## src/rtl/router_pkt_tx_if.sv

```systemverilog
// Bus bundle for router_pkt_tx: packet request, load port and router input bus.
// Optional port tx_bad_par exists only when ROUTER_TX_PARITY_INJ_EN is defined.
interface router_pkt_tx_if;
    // Packet request
    logic       tx_start;
    logic [1:0] tx_addr;
    logic [5:0] tx_len;
    logic       tx_ready;
`ifdef ROUTER_TX_PARITY_INJ_EN
    logic       tx_bad_par;
`endif
    // Payload load port
    logic       ld_valid;
    logic [7:0] ld_data;
    logic       ld_ready;
    // Router input bus and status
    logic       busy;
    logic       err;
    logic [7:0] data_out;
    logic       pkt_valid;
    logic       err_flag;
    logic [7:0] pkt_count;

    // Transmitter side
    modport master (
        input  tx_start,
        input  tx_addr,
        input  tx_len,
        output tx_ready,
`ifdef ROUTER_TX_PARITY_INJ_EN
        input  tx_bad_par,
`endif
        input  ld_valid,
        input  ld_data,
        output ld_ready,
        input  busy,
        input  err,
        output data_out,
        output pkt_valid,
        output err_flag,
        output pkt_count
    );

    // Traffic source / router side
    modport slave (
        output tx_start,
        output tx_addr,
        output tx_len,
        input  tx_ready,
`ifdef ROUTER_TX_PARITY_INJ_EN
        output tx_bad_par,
`endif
        output ld_valid,
        output ld_data,
        input  ld_ready,
        output busy,
        output err,
        input  data_out,
        input  pkt_valid,
        input  err_flag,
        input  pkt_count
    );
endinterface

```

## src/rtl/router_pkt_tx.sv

```systemverilog
// Packet transmitter for the 1x3 router input port.
// Buffers a payload from the load port, then sends header, payload and parity
// under the pkt_valid/busy protocol, watches err for ERR_WAIT cycles and counts
// completed packets. Define ROUTER_TX_PARITY_INJ_EN to enable deliberate parity
// corruption through tx_bad_par.
module router_pkt_tx #(
    parameter int unsigned ERR_WAIT = 4
) (
    input  logic            clock,
    input  logic            resetn,
    router_pkt_tx_if.master bus
);

    localparam int unsigned CntW = (ERR_WAIT > 1) ? $clog2(ERR_WAIT) : 1;
    localparam logic [CntW-1:0] CntLast = CntW'(ERR_WAIT - 1);

    typedef enum logic [2:0] {
        StIdle,
        StLoad,
        StHeader,
        StPayload,
        StParity,
        StErrw
    } state_e;

    state_e          state_q, state_d;
    logic [1:0]      addr_q, addr_d;
    logic [5:0]      len_q, len_d;
    logic [5:0]      wptr_q, wptr_d;
    logic [5:0]      rptr_q, rptr_d;
    logic [7:0]      parity_q, parity_d;
    logic [CntW-1:0] errw_cnt_q, errw_cnt_d;
    logic [7:0]      data_out_q, data_out_d;
    logic            pkt_valid_q, pkt_valid_d;
    logic            ld_ready_q, ld_ready_d;
    logic            tx_ready_q, tx_ready_d;
    logic            err_flag_q, err_flag_d;
    logic [7:0]      pkt_count_q, pkt_count_d;
`ifdef ROUTER_TX_PARITY_INJ_EN
    logic            bad_par_q, bad_par_d;
`endif

    logic [7:0]      mem_q [64];
    logic            mem_we;
    logic            start_ok;
    logic [7:0]      par_out;

    // Only well-formed requests start a packet; the rest are silently dropped.
    assign start_ok = bus.tx_start && (bus.tx_len != 6'd0) && (bus.tx_addr != 2'd3);

    // Byte placed on the bus in the parity slot.
`ifdef ROUTER_TX_PARITY_INJ_EN
    assign par_out = bad_par_q ? ~parity_q : parity_q;
`else
    assign par_out = parity_q;
`endif

    // Next-state and registered-output decode for the transmit FSM.
    always_comb begin
        state_d     = state_q;
        addr_d      = addr_q;
        len_d       = len_q;
        wptr_d      = wptr_q;
        rptr_d      = rptr_q;
        parity_d    = parity_q;
        errw_cnt_d  = errw_cnt_q;
        data_out_d  = data_out_q;
        pkt_valid_d = pkt_valid_q;
        ld_ready_d  = ld_ready_q;
        tx_ready_d  = tx_ready_q;
        err_flag_d  = err_flag_q;
        pkt_count_d = pkt_count_q;
`ifdef ROUTER_TX_PARITY_INJ_EN
        bad_par_d   = bad_par_q;
`endif
        mem_we      = 1'b0;

        unique case (state_q)
            StIdle: begin
                if (start_ok) begin
                    state_d    = StLoad;
                    addr_d     = bus.tx_addr;
                    len_d      = bus.tx_len;
                    wptr_d     = 6'd0;
                    rptr_d     = 6'd0;
                    // Seed with the header byte so parity covers it.
                    parity_d   = {bus.tx_len, bus.tx_addr};
                    err_flag_d = 1'b0;
                    ld_ready_d = 1'b1;
                    tx_ready_d = 1'b0;
`ifdef ROUTER_TX_PARITY_INJ_EN
                    bad_par_d  = bus.tx_bad_par;
`endif
                end
            end

            StLoad: begin
                if (bus.ld_valid && ld_ready_q) begin
                    mem_we   = 1'b1;
                    wptr_d   = wptr_q + 6'd1;
                    parity_d = parity_q ^ bus.ld_data;
                    if (wptr_q == len_q - 6'd1) begin
                        state_d     = StHeader;
                        ld_ready_d  = 1'b0;
                        data_out_d  = {len_q, addr_q};
                        pkt_valid_d = 1'b1;
                    end
                end
            end

            StHeader: begin
                if (!bus.busy) begin
                    state_d    = StPayload;
                    data_out_d = mem_q[rptr_q];
                    rptr_d     = rptr_q + 6'd1;
                end
            end

            StPayload: begin
                if (!bus.busy) begin
                    // rptr counts bytes already put on the bus.
                    if (rptr_q == len_q) begin
                        state_d     = StParity;
                        data_out_d  = par_out;
                        pkt_valid_d = 1'b0;
                    end else begin
                        data_out_d = mem_q[rptr_q];
                        rptr_d     = rptr_q + 6'd1;
                    end
                end
            end

            StParity: begin
                if (bus.err) begin
                    err_flag_d = 1'b1;
                end
                if (!bus.busy) begin
                    state_d    = StErrw;
                    errw_cnt_d = '0;
                    data_out_d = 8'h00;
                end
            end

            StErrw: begin
                if (bus.err) begin
                    err_flag_d = 1'b1;
                end
                if (errw_cnt_q == CntLast) begin
                    state_d     = StIdle;
                    tx_ready_d  = 1'b1;
                    pkt_count_d = pkt_count_q + 8'd1;
                end else begin
                    errw_cnt_d = errw_cnt_q + 1'b1;
                end
            end

            default: begin
                state_d     = StIdle;
                pkt_valid_d = 1'b0;
                ld_ready_d  = 1'b0;
                tx_ready_d  = 1'b1;
            end
        endcase
    end

    // FSM state and registered outputs; reset aborts any packet in flight.
    always_ff @(posedge clock or negedge resetn) begin
        if (!resetn) begin
            state_q     <= StIdle;
            addr_q      <= 2'd0;
            len_q       <= 6'd0;
            wptr_q      <= 6'd0;
            rptr_q      <= 6'd0;
            parity_q    <= 8'h00;
            errw_cnt_q  <= '0;
            data_out_q  <= 8'h00;
            pkt_valid_q <= 1'b0;
            ld_ready_q  <= 1'b0;
            tx_ready_q  <= 1'b1;
            err_flag_q  <= 1'b0;
            pkt_count_q <= 8'h00;
`ifdef ROUTER_TX_PARITY_INJ_EN
            bad_par_q   <= 1'b0;
`endif
        end else begin
            state_q     <= state_d;
            addr_q      <= addr_d;
            len_q       <= len_d;
            wptr_q      <= wptr_d;
            rptr_q      <= rptr_d;
            parity_q    <= parity_d;
            errw_cnt_q  <= errw_cnt_d;
            data_out_q  <= data_out_d;
            pkt_valid_q <= pkt_valid_d;
            ld_ready_q  <= ld_ready_d;
            tx_ready_q  <= tx_ready_d;
            err_flag_q  <= err_flag_d;
            pkt_count_q <= pkt_count_d;
`ifdef ROUTER_TX_PARITY_INJ_EN
            bad_par_q   <= bad_par_d;
`endif
        end
    end

    // Payload buffer; contents need no reset since pointers restart per packet.
    always_ff @(posedge clock) begin
        if (mem_we) begin
            mem_q[wptr_q] <= bus.ld_data;
        end
    end

    assign bus.data_out  = data_out_q;
    assign bus.pkt_valid = pkt_valid_q;
    assign bus.ld_ready  = ld_ready_q;
    assign bus.tx_ready  = tx_ready_q;
    assign bus.err_flag  = err_flag_q;
    assign bus.pkt_count = pkt_count_q;

endmodule
```

## src/flat_wrapper.sv

```systemverilog
// flat-port wrapper written by rule: the top's interface ports become plain ports
module router_pkt_tx_flat 
#(
    parameter int unsigned ERR_WAIT = 4
)
  (clock, resetn, bus_tx_start, bus_tx_addr, bus_tx_len, bus_tx_ready, bus_ld_valid, bus_ld_data, bus_ld_ready, bus_busy, bus_err, bus_data_out, bus_pkt_valid, bus_err_flag, bus_pkt_count);
  router_pkt_tx_if bus_i ();
  input  logic clock;
  input  logic resetn;
  input wire logic [$bits(bus_i.tx_start)-1:0] bus_tx_start;
  input wire logic [$bits(bus_i.tx_addr)-1:0] bus_tx_addr;
  input wire logic [$bits(bus_i.tx_len)-1:0] bus_tx_len;
  output wire logic [$bits(bus_i.tx_ready)-1:0] bus_tx_ready;
  input wire logic [$bits(bus_i.ld_valid)-1:0] bus_ld_valid;
  input wire logic [$bits(bus_i.ld_data)-1:0] bus_ld_data;
  output wire logic [$bits(bus_i.ld_ready)-1:0] bus_ld_ready;
  input wire logic [$bits(bus_i.busy)-1:0] bus_busy;
  input wire logic [$bits(bus_i.err)-1:0] bus_err;
  output wire logic [$bits(bus_i.data_out)-1:0] bus_data_out;
  output wire logic [$bits(bus_i.pkt_valid)-1:0] bus_pkt_valid;
  output wire logic [$bits(bus_i.err_flag)-1:0] bus_err_flag;
  output wire logic [$bits(bus_i.pkt_count)-1:0] bus_pkt_count;
  assign bus_i.tx_start = bus_tx_start;
  assign bus_i.tx_addr = bus_tx_addr;
  assign bus_i.tx_len = bus_tx_len;
  assign bus_tx_ready = bus_i.tx_ready;
  assign bus_i.ld_valid = bus_ld_valid;
  assign bus_i.ld_data = bus_ld_data;
  assign bus_ld_ready = bus_i.ld_ready;
  assign bus_i.busy = bus_busy;
  assign bus_i.err = bus_err;
  assign bus_data_out = bus_i.data_out;
  assign bus_pkt_valid = bus_i.pkt_valid;
  assign bus_err_flag = bus_i.err_flag;
  assign bus_pkt_count = bus_i.pkt_count;
  router_pkt_tx #(.ERR_WAIT(ERR_WAIT)) u_core (.clock(clock), .resetn(resetn), .bus(bus_i));
endmodule
```

## config.mk

```make
export PLATFORM = sky130hd
export DESIGN_NAME = router_pkt_tx_flat
export DESIGN_NICKNAME = d
export VERILOG_FILES = /design/src/rtl/router_pkt_tx_if.sv /design/src/rtl/router_pkt_tx.sv /design/src/flat_wrapper.sv
export SDC_FILE = /design/constraint.sdc
export NUM_CORES = 1
export LEC_CHECK = 0
export BUFFER_PORTS_ARGS = -buffer_cell sky130_fd_sc_hd__buf_2
export CORE_MARGIN = 1
export CORE_UTILIZATION = 32
export DETAILED_ROUTE_END_ITERATION = 8
export SYNTH_ARGS = -nofsm -noshare
export SYNTH_HDL_FRONTEND = slang
export SYNTH_SLANG_ARGS = --single-unit
```

## constraint.sdc

```tcl
create_clock -name clock -period 6.1 [get_ports clock]
set_input_delay 0.61 -clock clock [delete_from_list [all_inputs] [get_ports clock]]
set_output_delay 0.61 -clock clock [all_outputs]
set_load 0.05 [all_outputs]
```

==> reports/metrics.cfg <==
[outcome]
status = finished, final reports clean

[clock_tree]
htreeDepth = 2
cts_setup_buffers = 0
cts-root-buf = clkbuf_16
cts_tree = done
clock_latency_ns = 0.62
clock_sinks = 565
clockBufferDepth = 3
cts_made_buffers = 57
clkTransAtPathRegs_ns = 0.06
cts_resized = 0
hold_buffers = 0

[final_layout]
nets = 1346
layout-area-overhead-vs-synth_pct = 13.41
final_area_sq_mm = 0.02585
drive_gt1_share_pct = 20.19
multi_input_area_sq_mm = 0.005669
final-seq-area_sq_mm = 0.01671
fillCellCount = 6434
antennaDiodeCount = 0

[sta]
rsz0062_at_grt = no
skew_ns = 0.01715
relSlewSlack_pct = 38.44
slew_viol_final = 0
final-setup-viol-count = 0
final-hold-violation-count = 0
timing.final.crit_share_pct = 58.99
worst_slew_pin_slew_ns = 0.9200
max_freq_ghz = 0.2779
fin_crit_ns = 3.599
fin_ws_ns = 2.501
setup_tns_ns = 0

[grt]
grt_antenna_before_repair = 5
grt_pass1_wl_microns = 80320
gr-total-overflow = 0
grt_pass1_vias = 12083
track_usage_pct = 15.20
grt_max_degree = 67

[routing]
drc_errors = 0
first_pass_iters = 5
drtAntennaViolNets = 0
drt_iter0_drc = 1270
drt-total-wl_microns = 54300
vias = 11809
wire_per_inst_microns = 23.53
vias_per_cell = 5.119

[synthesis]
synth_fp_nets = 1293
ys_top_cells_by_area = edfxtp_1 67%, mux4_2 9.6%, dfrtp_1 5.7%
synthDominantCellAreaShare_pct = 67.45
synth-edff-count = 512
synth-seq-cells = 565
synth.cell_area_sq_mm = 0.02279
ys_async_sr_fraction_pct = 9.381
yosysMostFrequentCell = edfxtp_1
synth-seq-area-share_pct = 73.28
synth_commonest_cells = 512 x edfxtp_1, 97 x mux4_2, 88 x nor2_1
syn_inst = 1266
yosysUniqueCellTypes = 68
yosysWarnings = 0
synth.avg_cell_area_sq_um = 18.00
synthFlopType = edfxtp_1
synth_top_area_cell = edfxtp_1

[floorplanning]
io_pins = 42
die_y_microns = 268.9
core_sq_mm = 0.07027
die_w_microns = 268.9
start_util_pct = 32.44
dieArea_sq_mm = 0.07230
rows = 97

[job]
drv_cap = 0

[place]
place_area_sq_mm = 0.02401
dp_slack_ns = 2.592
finalWeightedCongestion = 0.8229
hpwl_microns = 32120
io_buffer_count = 41

[setup_path]
critPathArrivalTime_ns = 3.85
cp-end-kind = flop
worstPathMaxFanout = 26
cp-start-kind = flop
critical_path_class = flop to flop
worst_ep_required_time_ns = 6.35

[power]
p_leak_nw = 8.073
vdd_drop_max_mv = 0.3637
p_per_area_mw_per_mm2 = 413.7

[worst_hold_path]
min_path_type = input port to asynchronous set/reset pin

area by class of cell:
cell class                      instances  share of cell area [%]
Clock buffer                           66                   5.649
Clock inverter                         41                   1.452
Multi-Input combinational cell        616                   21.93
Tap cell                              940                   4.550
Inverter                               12                  0.1742
Sequential cell                       565                   64.65
Timing Repair Buffer                   67                   1.597
cell usage in the layout, fill, tap and decap left out, types with 4 or more instances in the layout:
master,count
nand3_1,31
nor3_1,6
a221oi_1,8
a2111oi_2,5
mux4_2,97
a211oi_1,7
nand2_1,42
xor2_1,14
mux2i_1,79
o21ai_0,24
a22o_1,7
o31ai_1,4
clkinv_2,14
buf_2,41
nand2b_1,16
xnor2_1,11
buf_4,25
inv_1,11
ha_1,5
o22ai_1,17
edfxtp_1,512
a22oi_1,15
o21ai_1,6
clkinv_1,14
nor2_1,88
bufinv_16,6
clkbuf_1,9
clkbuf_16,57
mux2_2,6
nand4_1,7
o221ai_1,15
nand3b_1,4
a21oi_1,53
dfrtp_1,49
per-stage QoR:
stage / hold slack, ns / total power, mW / utilization, % / cells
finish: 0.1237 / 10.69 / 36.79 / 2307
global placement: 0.4618 / 7.306 / 34.17 / 2200
detailed placement: 0.4654 / 7.333 / 34.17 / 2200
floorplan: 0.3144 / 6.500 / - / 1266
global route: 0.1555 / 11.10 / 36.79 / 2307
CTS: 0.1231 / 10.76 / 36.79 / 2307
worst paths after layout:
path                                    startpoint                 endpoint  slack (ns)  cells past startpoint
max                              u_core.state_q[0]      u_core.mem_q[51][0]        2.50                      7
min                                         resetn  u_core.bus.pkt_count[4]        0.12                      2
max reg2reg                      u_core.state_q[0]      u_core.mem_q[51][0]        2.50                      7
min reg2reg                u_core.bus.pkt_count[7]  u_core.bus.pkt_count[7]        0.48                      1
max in group asynchronous                   resetn         u_core.rptr_q[2]        5.44                      2
min in group clock                         bus_err      u_core.bus.err_flag        0.19                      3
critical path, cell delays in order, from the launching register on:
cell	delay, ns
dfrtp_1	0.58
inv_2	0.17
nor3_2	0.20
buf_4	0.29
nand3_1	0.17
nor2_1	0.24
nand3_1	0.70
nor2_1	0.87
per-layer routing:
layer | vias to the layer above | share of wire [%] | GRT usage (%) | routed length, microns
li1 | 5209 | - | - | -
met1 | 6091 | 43 | 20.48 | 23220
met2 | 402 | 48 | 24.46 | 25890
met3 | 95 | 7.0 | 3.507 | 3805
met4 | 12 | 2.3 | 4.361 | 1271
met5 | - | 0.19 | 0.4054 | 103
state kept, by name, summed over array words and instances, names as in the netlist:
name and count:
u_core.bus.ld_ready 1, u_core.par_out 8, u_core.bus.pkt_valid 1, u_core.rptr_q 6, u_core.addr_q 2, u_core.errw_cnt_q 2
u_core.bus.err_flag 1, u_core.mem_q 512, u_core.bus.pkt_count 8, u_core.state_q 3, u_core.bus.tx_ready 1, u_core.wptr_q 6
u_core.bus.data_out 8, u_core.len_q 6
report_power, final:
part / total (mW) / internal (mW) / switching [mW]
registers: 4.81 / 4.44 / 0.374
logic: 2.44 / 0.948 / 1.49
clock network: 3.44 / 1.97 / 1.47
total: 10.7 / 7.35 / 3.34
kinds of logic (layout without fill, tap and decap cells):
group / Yosys count / count (layout) / share of synthesized area, %
AND/OR/NAND/NOR: 218 / 218 / 4.457
buffers and inverters: 85 / 186 / 1.894
AO/OA/AOI/OAI: 184 / 184 / 5.693
XOR/XNOR: 25 / 25 / 0.9606
flip-flops: 565 / 565 / 73.28
adder cells (fa/ha/maj): 6 / 6 / 0.3184
multiplexers: 183 / 183 / 13.40
(Power assumes the default switching activity.)
